**src/rtl/vdp18_vram_addr_seq.sv**
```systemverilog
// vdp18 VRAM address sequencer: slot address mux, CPU pointer, req/ack FSM.
// Optional overrun counter is enabled with `define VDP18_OVERRUN_CNT_EN.
package vdp18_pkg;
    typedef enum logic [3:0] {
        AC_NONE, AC_PNT, AC_PCT, AC_PGT,
        AC_STST, AC_SATY, AC_SATX, AC_SATN,
        AC_SATC, AC_SPTH, AC_SPTL, AC_CPU
    } access_t;

    typedef enum logic [1:0] {
        OPMODE_GRAPH1, OPMODE_GRAPH2,
        OPMODE_MULTIC, OPMODE_TEXTM
    } opmode_t;
endpackage

module vdp18_vram_addr_seq
    import vdp18_pkg::*;
#(
    parameter int ADDR_W     = 14,
    parameter bit INC_ON_ACK = 1'b1
) (
    input  logic              clock_i,
    input  logic              reset_n_i,
    input  logic              clk_en_i,
    input  access_t           access_type_i,
    input  opmode_t           opmode_i,
    input  logic [8:0]        num_line_i,
    input  logic [3:0]        reg_ntb_i,
    input  logic [7:0]        reg_ctb_i,
    input  logic [2:0]        reg_pgb_i,
    input  logic [6:0]        reg_satb_i,
    input  logic [2:0]        reg_spgb_i,
    input  logic              reg_size1_i,
    input  logic [1:0]        reg_page_i,
    input  logic [9:0]        pat_table_i,
    input  logic [7:0]        pat_name_i,
    input  logic [4:0]        spr_num_i,
    input  logic [3:0]        spr_line_i,
    input  logic [7:0]        spr_name_i,
    input  logic              cpu_ld_lo_i,
    input  logic              cpu_ld_hi_i,
    input  logic [7:0]        cpu_data_i,
    input  logic              cpu_inc_i,
    vdp18_vram_addr_seq_if.master vram,
    output logic [ADDR_W-1:0] cpu_addr_o,
    output logic              ovr_o,
    output logic [7:0]        ovr_cnt_o
);

    typedef enum logic {S_IDLE, S_REQ} state_t;

    state_t            state_q, state_d;
    logic [ADDR_W-1:0] a_q, a_d;
    logic              req_q, req_d;
    logic              cpu_q, cpu_d;
    logic              ovr_q, ovr_d;
    logic [ADDR_W-1:0] ptr_q, ptr_d;
    logic [13:0]       lo_a;
    logic [ADDR_W-1:0] slot_a;
    logic              slot;
    logic              drop;
    logic              inc_ev;
    logic              is_cpu;

    assign slot   = clk_en_i && (access_type_i != AC_NONE);
    assign is_cpu = (access_type_i == AC_CPU);

    // Low 14 address bits; vdp18 MSB-first indices mapped to [msb:lsb].
    always_comb begin
        lo_a = '0;
        unique case (access_type_i)
            AC_CPU: lo_a = ptr_q[13:0];
            AC_PNT: lo_a = {reg_ntb_i, pat_table_i};
            AC_PCT: begin
                unique case (opmode_i)
                    OPMODE_GRAPH1:
                        lo_a = {reg_ctb_i, 1'b0, pat_name_i[7:3]};
                    OPMODE_GRAPH2:
                        lo_a = {reg_ctb_i[7],
                                num_line_i[7:6] & reg_ctb_i[6:5],
                                pat_name_i & {reg_ctb_i[4:0], 3'b111},
                                num_line_i[2:0]};
                    default: lo_a = '0;
                endcase
            end
            AC_PGT: begin
                unique case (opmode_i)
                    OPMODE_TEXTM, OPMODE_GRAPH1:
                        lo_a = {reg_pgb_i, pat_name_i, num_line_i[2:0]};
                    OPMODE_MULTIC:
                        lo_a = {reg_pgb_i, pat_name_i, num_line_i[4:2]};
                    OPMODE_GRAPH2:
                        lo_a = {reg_pgb_i[2],
                                num_line_i[7:6] & reg_pgb_i[1:0],
                                pat_name_i & {reg_ctb_i[4:0], 3'b111},
                                num_line_i[2:0]};
                    default: lo_a = '0;
                endcase
            end
            AC_STST, AC_SATY: lo_a = {reg_satb_i, spr_num_i, 2'b00};
            AC_SATX:          lo_a = {reg_satb_i, spr_num_i, 2'b01};
            AC_SATN:          lo_a = {reg_satb_i, spr_num_i, 2'b10};
            AC_SATC:          lo_a = {reg_satb_i, spr_num_i, 2'b11};
            AC_SPTH: begin
                if (reg_size1_i)
                    lo_a = {reg_spgb_i, spr_name_i[7:2], 1'b0, spr_line_i};
                else
                    lo_a = {reg_spgb_i, spr_name_i, spr_line_i[2:0]};
            end
            AC_SPTL: lo_a = {reg_spgb_i, spr_name_i[7:2], 1'b1, spr_line_i};
            default: lo_a = '0;
        endcase
    end

    generate
        if (ADDR_W == 16) begin : g_w16
            logic [1:0] hi_a;
            assign hi_a   = is_cpu ? ptr_q[15:14] : reg_page_i;
            assign slot_a = {hi_a, lo_a};
        end else begin : g_w14
            assign slot_a = lo_a;
        end
    endgenerate

    always_comb begin
        state_d = state_q;
        a_d     = a_q;
        req_d   = req_q;
        cpu_d   = cpu_q;
        ovr_d   = ovr_q;
        drop    = 1'b0;
        unique case (state_q)
            S_IDLE: begin
                if (slot) begin
                    a_d     = slot_a;
                    req_d   = 1'b1;
                    cpu_d   = is_cpu;
                    state_d = S_REQ;
                end
            end
            S_REQ: begin
                if (vram.vram_ack_i) begin
                    if (slot) begin
                        a_d   = slot_a;
                        cpu_d = is_cpu;
                    end else begin
                        req_d   = 1'b0;
                        cpu_d   = 1'b0;
                        state_d = S_IDLE;
                    end
                end else if (slot) begin
                    // Controller still busy: keep the old request, lose the new slot.
                    drop  = 1'b1;
                    ovr_d = 1'b1;
                end
            end
            default: state_d = S_IDLE;
        endcase
    end

    assign inc_ev = INC_ON_ACK ? (vram.vram_ack_i && req_q && cpu_q)
                               : cpu_inc_i;

    always_comb begin
        ptr_d = ptr_q;
        if (cpu_ld_lo_i || cpu_ld_hi_i) begin
            if (cpu_ld_lo_i) ptr_d[7:0] = cpu_data_i;
            if (cpu_ld_hi_i) ptr_d[ADDR_W-1:8] = cpu_data_i[ADDR_W-9:0];
        end else if (inc_ev) begin
            ptr_d = ptr_q + 1'b1;
        end
    end

    always_ff @(posedge clock_i or negedge reset_n_i) begin
        if (!reset_n_i) begin
            state_q <= S_IDLE;
            a_q     <= '0;
            req_q   <= 1'b0;
            cpu_q   <= 1'b0;
            ovr_q   <= 1'b0;
            ptr_q   <= '0;
        end else begin
            state_q <= state_d;
            a_q     <= a_d;
            req_q   <= req_d;
            cpu_q   <= cpu_d;
            ovr_q   <= ovr_d;
            ptr_q   <= ptr_d;
        end
    end

`ifdef VDP18_OVERRUN_CNT_EN
    logic [7:0] cnt_q, cnt_d;

    always_comb begin
        cnt_d = cnt_q;
        if (drop && (cnt_q != 8'hFF)) cnt_d = cnt_q + 8'd1;
    end

    always_ff @(posedge clock_i or negedge reset_n_i) begin
        if (!reset_n_i) cnt_q <= '0;
        else            cnt_q <= cnt_d;
    end

    assign ovr_cnt_o = cnt_q;
`else
    logic unused_drop;
    assign unused_drop = drop;
    assign ovr_cnt_o   = 8'h00;
`endif

    logic unused_in;
    assign unused_in = ^{num_line_i[8], num_line_i[5], cpu_inc_i,
                         cpu_data_i, reg_page_i};

    assign vram.vram_a_o   = a_q;
    assign vram.vram_req_o = req_q;
    assign vram.vram_cpu_o = cpu_q;
    assign cpu_addr_o      = ptr_q;
    assign ovr_o           = ovr_q;

endmodule
```
**src/rtl/vdp18_vram_addr_seq_if.sv**
```systemverilog
// VRAM request/ack bus between the address sequencer and the VRAM controller.
// The sequencer holds vram_a_o/vram_cpu_o stable while vram_req_o is high.
interface vdp18_vram_addr_seq_if #(
    parameter int ADDR_W = 14
);
    logic [ADDR_W-1:0] vram_a_o;
    logic              vram_req_o;
    logic              vram_cpu_o;
    logic              vram_ack_i;

    modport master (
        output vram_a_o,
        output vram_req_o,
        output vram_cpu_o,
        input  vram_ack_i
    );

    modport slave (
        input  vram_a_o,
        input  vram_req_o,
        input  vram_cpu_o,
        output vram_ack_i
    );
endinterface

```
**src/flat_wrapper.sv**
```systemverilog
// flat-port wrapper written by rule: the top's interface ports become plain ports
module vdp18_vram_addr_seq_flat import vdp18_pkg::*;
#(
    parameter int ADDR_W     = 14,
    parameter bit INC_ON_ACK = 1'b1
)
  (clock_i, reset_n_i, clk_en_i, access_type_i, opmode_i, num_line_i, reg_ntb_i, reg_ctb_i, reg_pgb_i, reg_satb_i, reg_spgb_i, reg_size1_i, reg_page_i, pat_table_i, pat_name_i, spr_num_i, spr_line_i, spr_name_i, cpu_ld_lo_i, cpu_ld_hi_i, cpu_data_i, cpu_inc_i, cpu_addr_o, ovr_o, ovr_cnt_o, vram_vram_a_o, vram_vram_req_o, vram_vram_cpu_o, vram_vram_ack_i);
  vdp18_vram_addr_seq_if #(.ADDR_W(ADDR_W)) vram_i ();
  input  logic clock_i;
  input  logic reset_n_i;
  input  logic clk_en_i;
  input  access_t access_type_i;
  input  opmode_t opmode_i;
  input  logic [8:0] num_line_i;
  input  logic [3:0] reg_ntb_i;
  input  logic [7:0] reg_ctb_i;
  input  logic [2:0] reg_pgb_i;
  input  logic [6:0] reg_satb_i;
  input  logic [2:0] reg_spgb_i;
  input  logic reg_size1_i;
  input  logic [1:0] reg_page_i;
  input  logic [9:0] pat_table_i;
  input  logic [7:0] pat_name_i;
  input  logic [4:0] spr_num_i;
  input  logic [3:0] spr_line_i;
  input  logic [7:0] spr_name_i;
  input  logic cpu_ld_lo_i;
  input  logic cpu_ld_hi_i;
  input  logic [7:0] cpu_data_i;
  input  logic cpu_inc_i;
  output logic [ADDR_W-1:0] cpu_addr_o;
  output logic ovr_o;
  output logic [7:0] ovr_cnt_o;
  output wire logic [$bits(vram_i.vram_a_o)-1:0] vram_vram_a_o;
  output wire logic [$bits(vram_i.vram_req_o)-1:0] vram_vram_req_o;
  output wire logic [$bits(vram_i.vram_cpu_o)-1:0] vram_vram_cpu_o;
  input wire logic [$bits(vram_i.vram_ack_i)-1:0] vram_vram_ack_i;
  assign vram_vram_a_o = vram_i.vram_a_o;
  assign vram_vram_req_o = vram_i.vram_req_o;
  assign vram_vram_cpu_o = vram_i.vram_cpu_o;
  assign vram_i.vram_ack_i = vram_vram_ack_i;
  vdp18_vram_addr_seq #(.ADDR_W(ADDR_W), .INC_ON_ACK(INC_ON_ACK)) u_core (.clock_i(clock_i), .reset_n_i(reset_n_i), .clk_en_i(clk_en_i), .access_type_i(access_type_i), .opmode_i(opmode_i), .num_line_i(num_line_i), .reg_ntb_i(reg_ntb_i), .reg_ctb_i(reg_ctb_i), .reg_pgb_i(reg_pgb_i), .reg_satb_i(reg_satb_i), .reg_spgb_i(reg_spgb_i), .reg_size1_i(reg_size1_i), .reg_page_i(reg_page_i), .pat_table_i(pat_table_i), .pat_name_i(pat_name_i), .spr_num_i(spr_num_i), .spr_line_i(spr_line_i), .spr_name_i(spr_name_i), .cpu_ld_lo_i(cpu_ld_lo_i), .cpu_ld_hi_i(cpu_ld_hi_i), .cpu_data_i(cpu_data_i), .cpu_inc_i(cpu_inc_i), .vram(vram_i), .cpu_addr_o(cpu_addr_o), .ovr_o(ovr_o), .ovr_cnt_o(ovr_cnt_o));
endmodule
```
**config.mk**
```make
export PLATFORM = sky130hd
export DESIGN_NAME = vdp18_vram_addr_seq_flat
export DESIGN_NICKNAME = d
export VERILOG_FILES = /design/src/rtl/vdp18_vram_addr_seq.sv /design/src/rtl/vdp18_vram_addr_seq_if.sv /design/src/flat_wrapper.sv
export SDC_FILE = /design/constraint.sdc
export NUM_CORES = 1
export LEC_CHECK = 0
export ABC_AREA = 1
export CORE_ASPECT_RATIO = 1.5
export CORE_MARGIN = 4
export CORE_UTILIZATION = 40
export DETAILED_ROUTE_END_ITERATION = 7
export PLACE_DENSITY = 0.75
export SLEW_MARGIN = 20
export SYNTH_ARGS = -nofsm -noshare
export SYNTH_HDL_FRONTEND = slang
export SYNTH_SLANG_ARGS = --single-unit
```
**constraint.sdc**
```tcl
create_clock -name clock_i -period 1.8 [get_ports clock_i]
set_input_delay 0.45 -clock clock_i [delete_from_list [all_inputs] [get_ports clock_i]]
set_output_delay 0.45 -clock clock_i [all_outputs]
set_load 0.03 [all_outputs]
```
==> results.tsv <==
stage	metric	value	unit
run_status	status	completed	
die	I/O pin count	132	
sta	WHS	0.4734	ns
setup_path	slowest CP cell	clkdlybuf4s50_1	
setup_path	worst reg2reg setup slack	0.27	ns
global_routing	vias in the first global route	4018	
clock_tree	H-tree Lvls	2	
global_routing	met1 Resource Use GR	28.47	%
cells_and_area	most frequent cells in the layout	221 x nand2_1, 82 x clkdlybuf4s50_1, 68 x nor2_1	
power_and_ir_drop	Leak	2.636	nW
clock_tree	CTS tree	built	
cells_and_area	Area Growth Syn to Fin	59.44	%
sta	f_max	571.6	MHz
die	die extent in y	114.6	µm
sta	Fin Clk Skew	0.006664	ns
yosys	Cells after Synth	524	
clock_tree	clock-pin slew on the worst setup and hold paths	0.07	ns
global_routing	global routing met2 resource utilization	49.38	%
global_routing	initial antenna violation count	0	
cells_and_area	Core Util, Final	65.96	%
clock_tree	Setup Buffers After CTS	0	
clock_tree	total clock sinks	32	
setup_path	delay-heaviest family, CP	buffers and inverters	
yosys	Synth Cell Area	3029	µm²
sta	Setup WS post-layout	0.05048	ns
global_routing	gr usage total	26.59	%
clock_tree	hold_buf cts	0	
die	Initial Util	41.37	%
setup_path	CP Buf/Inv Count	1	
global_routing	largest net degree at the start of global routing	33	
sta	Final Slew Violations	0	
setup_path	Worst Path Class, Setup	reg -> out	
setup_path	R2R Path Start	u_core.cpu_addr_o[1]$_DFFE_PN0P_	
setup_path	R2R cell count	8	
clock_tree	CTS max path bufs	2	
cells_and_area	design area	4830	µm²
job	Max Cap Viol	0	
cells_and_area	most common cell after layout, fill and taps aside	nand2_1	
placed_design	Cell Area, Placed	4627	µm²
cells_and_area	fraction of layout cells with a size suffix above 1	14.39	%
setup_path	required time of the critical path	1.35	ns
global_routing	layer with the highest usage	met2	
cells_and_area	final cell count without fillers	788	
setup_path	startpoint type of the worst setup path	flip-flop	
placed_design	dpl ws	-0.4394	ns
sta	Final setup viols	0	
min_path	hold path start	u_core.vram.vram_a_o[9]$_DFFE_PN0P_	
sta	RSZ-0062 raised after global routing	false	
placed_design	dpl cells	780	
power_and_ir_drop	total power	2.762	mW
cells_and_area	fill cell count	721	
die	Core ar.	7322	µm²
power_and_ir_drop	largest vdd supply drop	0.5187	mV
die	DIE AREA	9058	µm²
route	Routed Antenna Nets	0	
route	Via Count	3897	
setup_path	Worst path max stage delay	0.67	ns
min_path	Hold Path Class	reg -> reg	
clock_tree	clk root buf	clkbuf_8	
yosys	post-synthesis register bit count	32	
route	detailed-route DRC error count	0	
setup_path	CP Cell Sequence	clkdlybuf4s50_1	
cells_and_area	# diodes	0	
min_path	Worst Hold Path EP	u_core.vram.vram_a_o[9]$_DFFE_PN0P_	
route	1st-iter DRT viols	243	
setup_path	R2R Path End	u_core.cpu_addr_o[10]$_DFFE_PN0P_	
yosys	Warnings, synthesis	0	
setup_path	worst setup path start	u_core.vram.vram_a_o[2]$_DFFE_PN0P_	
clock_tree	Worst-Skew Late Latency	0.29	ns
yosys	Unique masters post-synth	32	
sta	Final Hold Fails	0	
cells_and_area	nets@finish	786	
setup_path	WP data arrival	1.30	ns
yosys	synthesized area per cell	5.781	µm²
yosys	Seq/Total Area, Yosys	26.44	%
global_routing	met3 GRT Util	4.331	%
min_path	worst hold path cell count	2	
placed_design	IO buf count	118	
route	first-pass iteration count of the detailed router	5	
placed_design	post-detail-place hpwl	9696	µm
die	Die W	79.06	µm
setup_path	CP Capture Type	output port	
placed_design	GPL Wtd Cong	0.9873	
setup_path	crit-path max FO	2	
sta	Tmin final	1.750	ns
route	DR WL/cell	15.25	µm
sta	Final period util	97.20	%
die	Cell Rows	38	
sta	Setup TNS	0	ns
global_routing	global-route wire length before repair	18880	µm
clock_tree	cts bufs inserted	5	
power_and_ir_drop	PwrDens	571.9	nW/µm²
global_routing	grt total ovfl	0	
route	WL final	12020	µm
route	Via-to-Cell Ratio	4.945	
-- layout make-up --
class                      instances  area (µm²)  area share [%]
multi-input combinational        434        2022           41.87
tap                              100       125.1           2.591
timing repair buffer             171        1618           33.50
clock buffer                       7       96.34           1.995
inverter                          44       167.7           3.472
sequential                        32       800.8           16.58
-- sequential cells by signal, indices dropped and copies added (netlist names) --
name / flops
u_core.cpu_addr_o: 14
u_core.ovr_o: 1
u_core.state_q: 1
u_core.vram.vram_a_o: 14
u_core.vram.vram_cpu_o: 1
u_core.vram.vram_req_o: 1
-- cell usage after synthesis (all sizes together) --
| library cell | number | area, µm² |
|---|---|---|
| a21boi | 9 | 71.32 |
| a21oi | 15 | 75.07 |
| a22oi | 1 | 7.510 |
| a31oi | 3 | 18.77 |
| buf | 20 | 137.6 |
| clkbuf | 2 | 7.510 |
| conb | 1 | 3.750 |
| dfrtp | 32 | 800.8 |
| ha | 5 | 62.56 |
| inv | 44 | 167.7 |
| nand2 | 230 | 878.3 |
| nand3 | 46 | 230.2 |
| nand4 | 10 | 62.56 |
| nor2 | 82 | 364.1 |
| nor3 | 1 | 5.000 |
| o21a | 1 | 7.510 |
| o21ai | 16 | 83.83 |
| o21bai | 2 | 15.01 |
| or2 | 2 | 12.51 |
| xor2 | 2 | 17.52 |
-- cell families (layout without fill, tap and decap cells) --
group,after synthesis,after routing,synth area share [%]
AND/OR/NAND/NOR,371,372,51.26
AO/OA/AOI/OAI,47,47,9.211
adder cells (fa/ha/maj),5,5,2.065
flip-flops,32,32,26.44
XOR/XNOR,2,2,0.5784
buffers and inverters,66,222,10.33
other,1,8,0.1238
-- worst register-to-register path, cell delays in order, from the launching register on --
cell and delay, ns:
dfrtp_1 0.43, ha_1 0.23, nand3_1 0.13, inv_1 0.17, nand2_1 0.11, nor2_1 0.12
nand2_1 0.06, nand3_1 0.10, a21oi_1 0.07
-- per-layer routing --
layer / share of wire [%] / vias up
met4: 4.8 / 0
li1: - / 1960
met3: 5.8 / 30
met1: 37 / 1744
met5: 0 / -
met2: 52 / 163
-- power by group --
group          internal (mW)  switching [mW]
sequential             0.816          0.0869
combinational          0.530           0.710
clock                  0.341           0.279
-- how the worst max path moves through the flow --
stage | to | slack (ns) | depth (start not counted)
after detailed placement | u_core.vram.vram_a_o[6]$_DFFE_PN0P_ | -0.44 | 10
after global placement | u_core.vram.vram_a_o[6]$_DFFE_PN0P_ | -0.42 | 10
after global routing | vram_vram_a_o[2] | 0.007 | 1
after floorplan | u_core.vram.vram_a_o[2]$_DFFE_PN0P_ | 0.23 | 11
final | vram_vram_a_o[2] | 0.05 | 1
after CTS | cpu_addr_o[5] | 0.001 | 1
-- what timing repair did --
action                                  in CTS  in global routing
cloned                                       0                  1
endpoints found under the setup margin      34                 24
resized for setup                           30                 30
pin swaps                                    0                  4
hold endpoints to repair                     0                  0
Power figures use the tool's default switching activity.
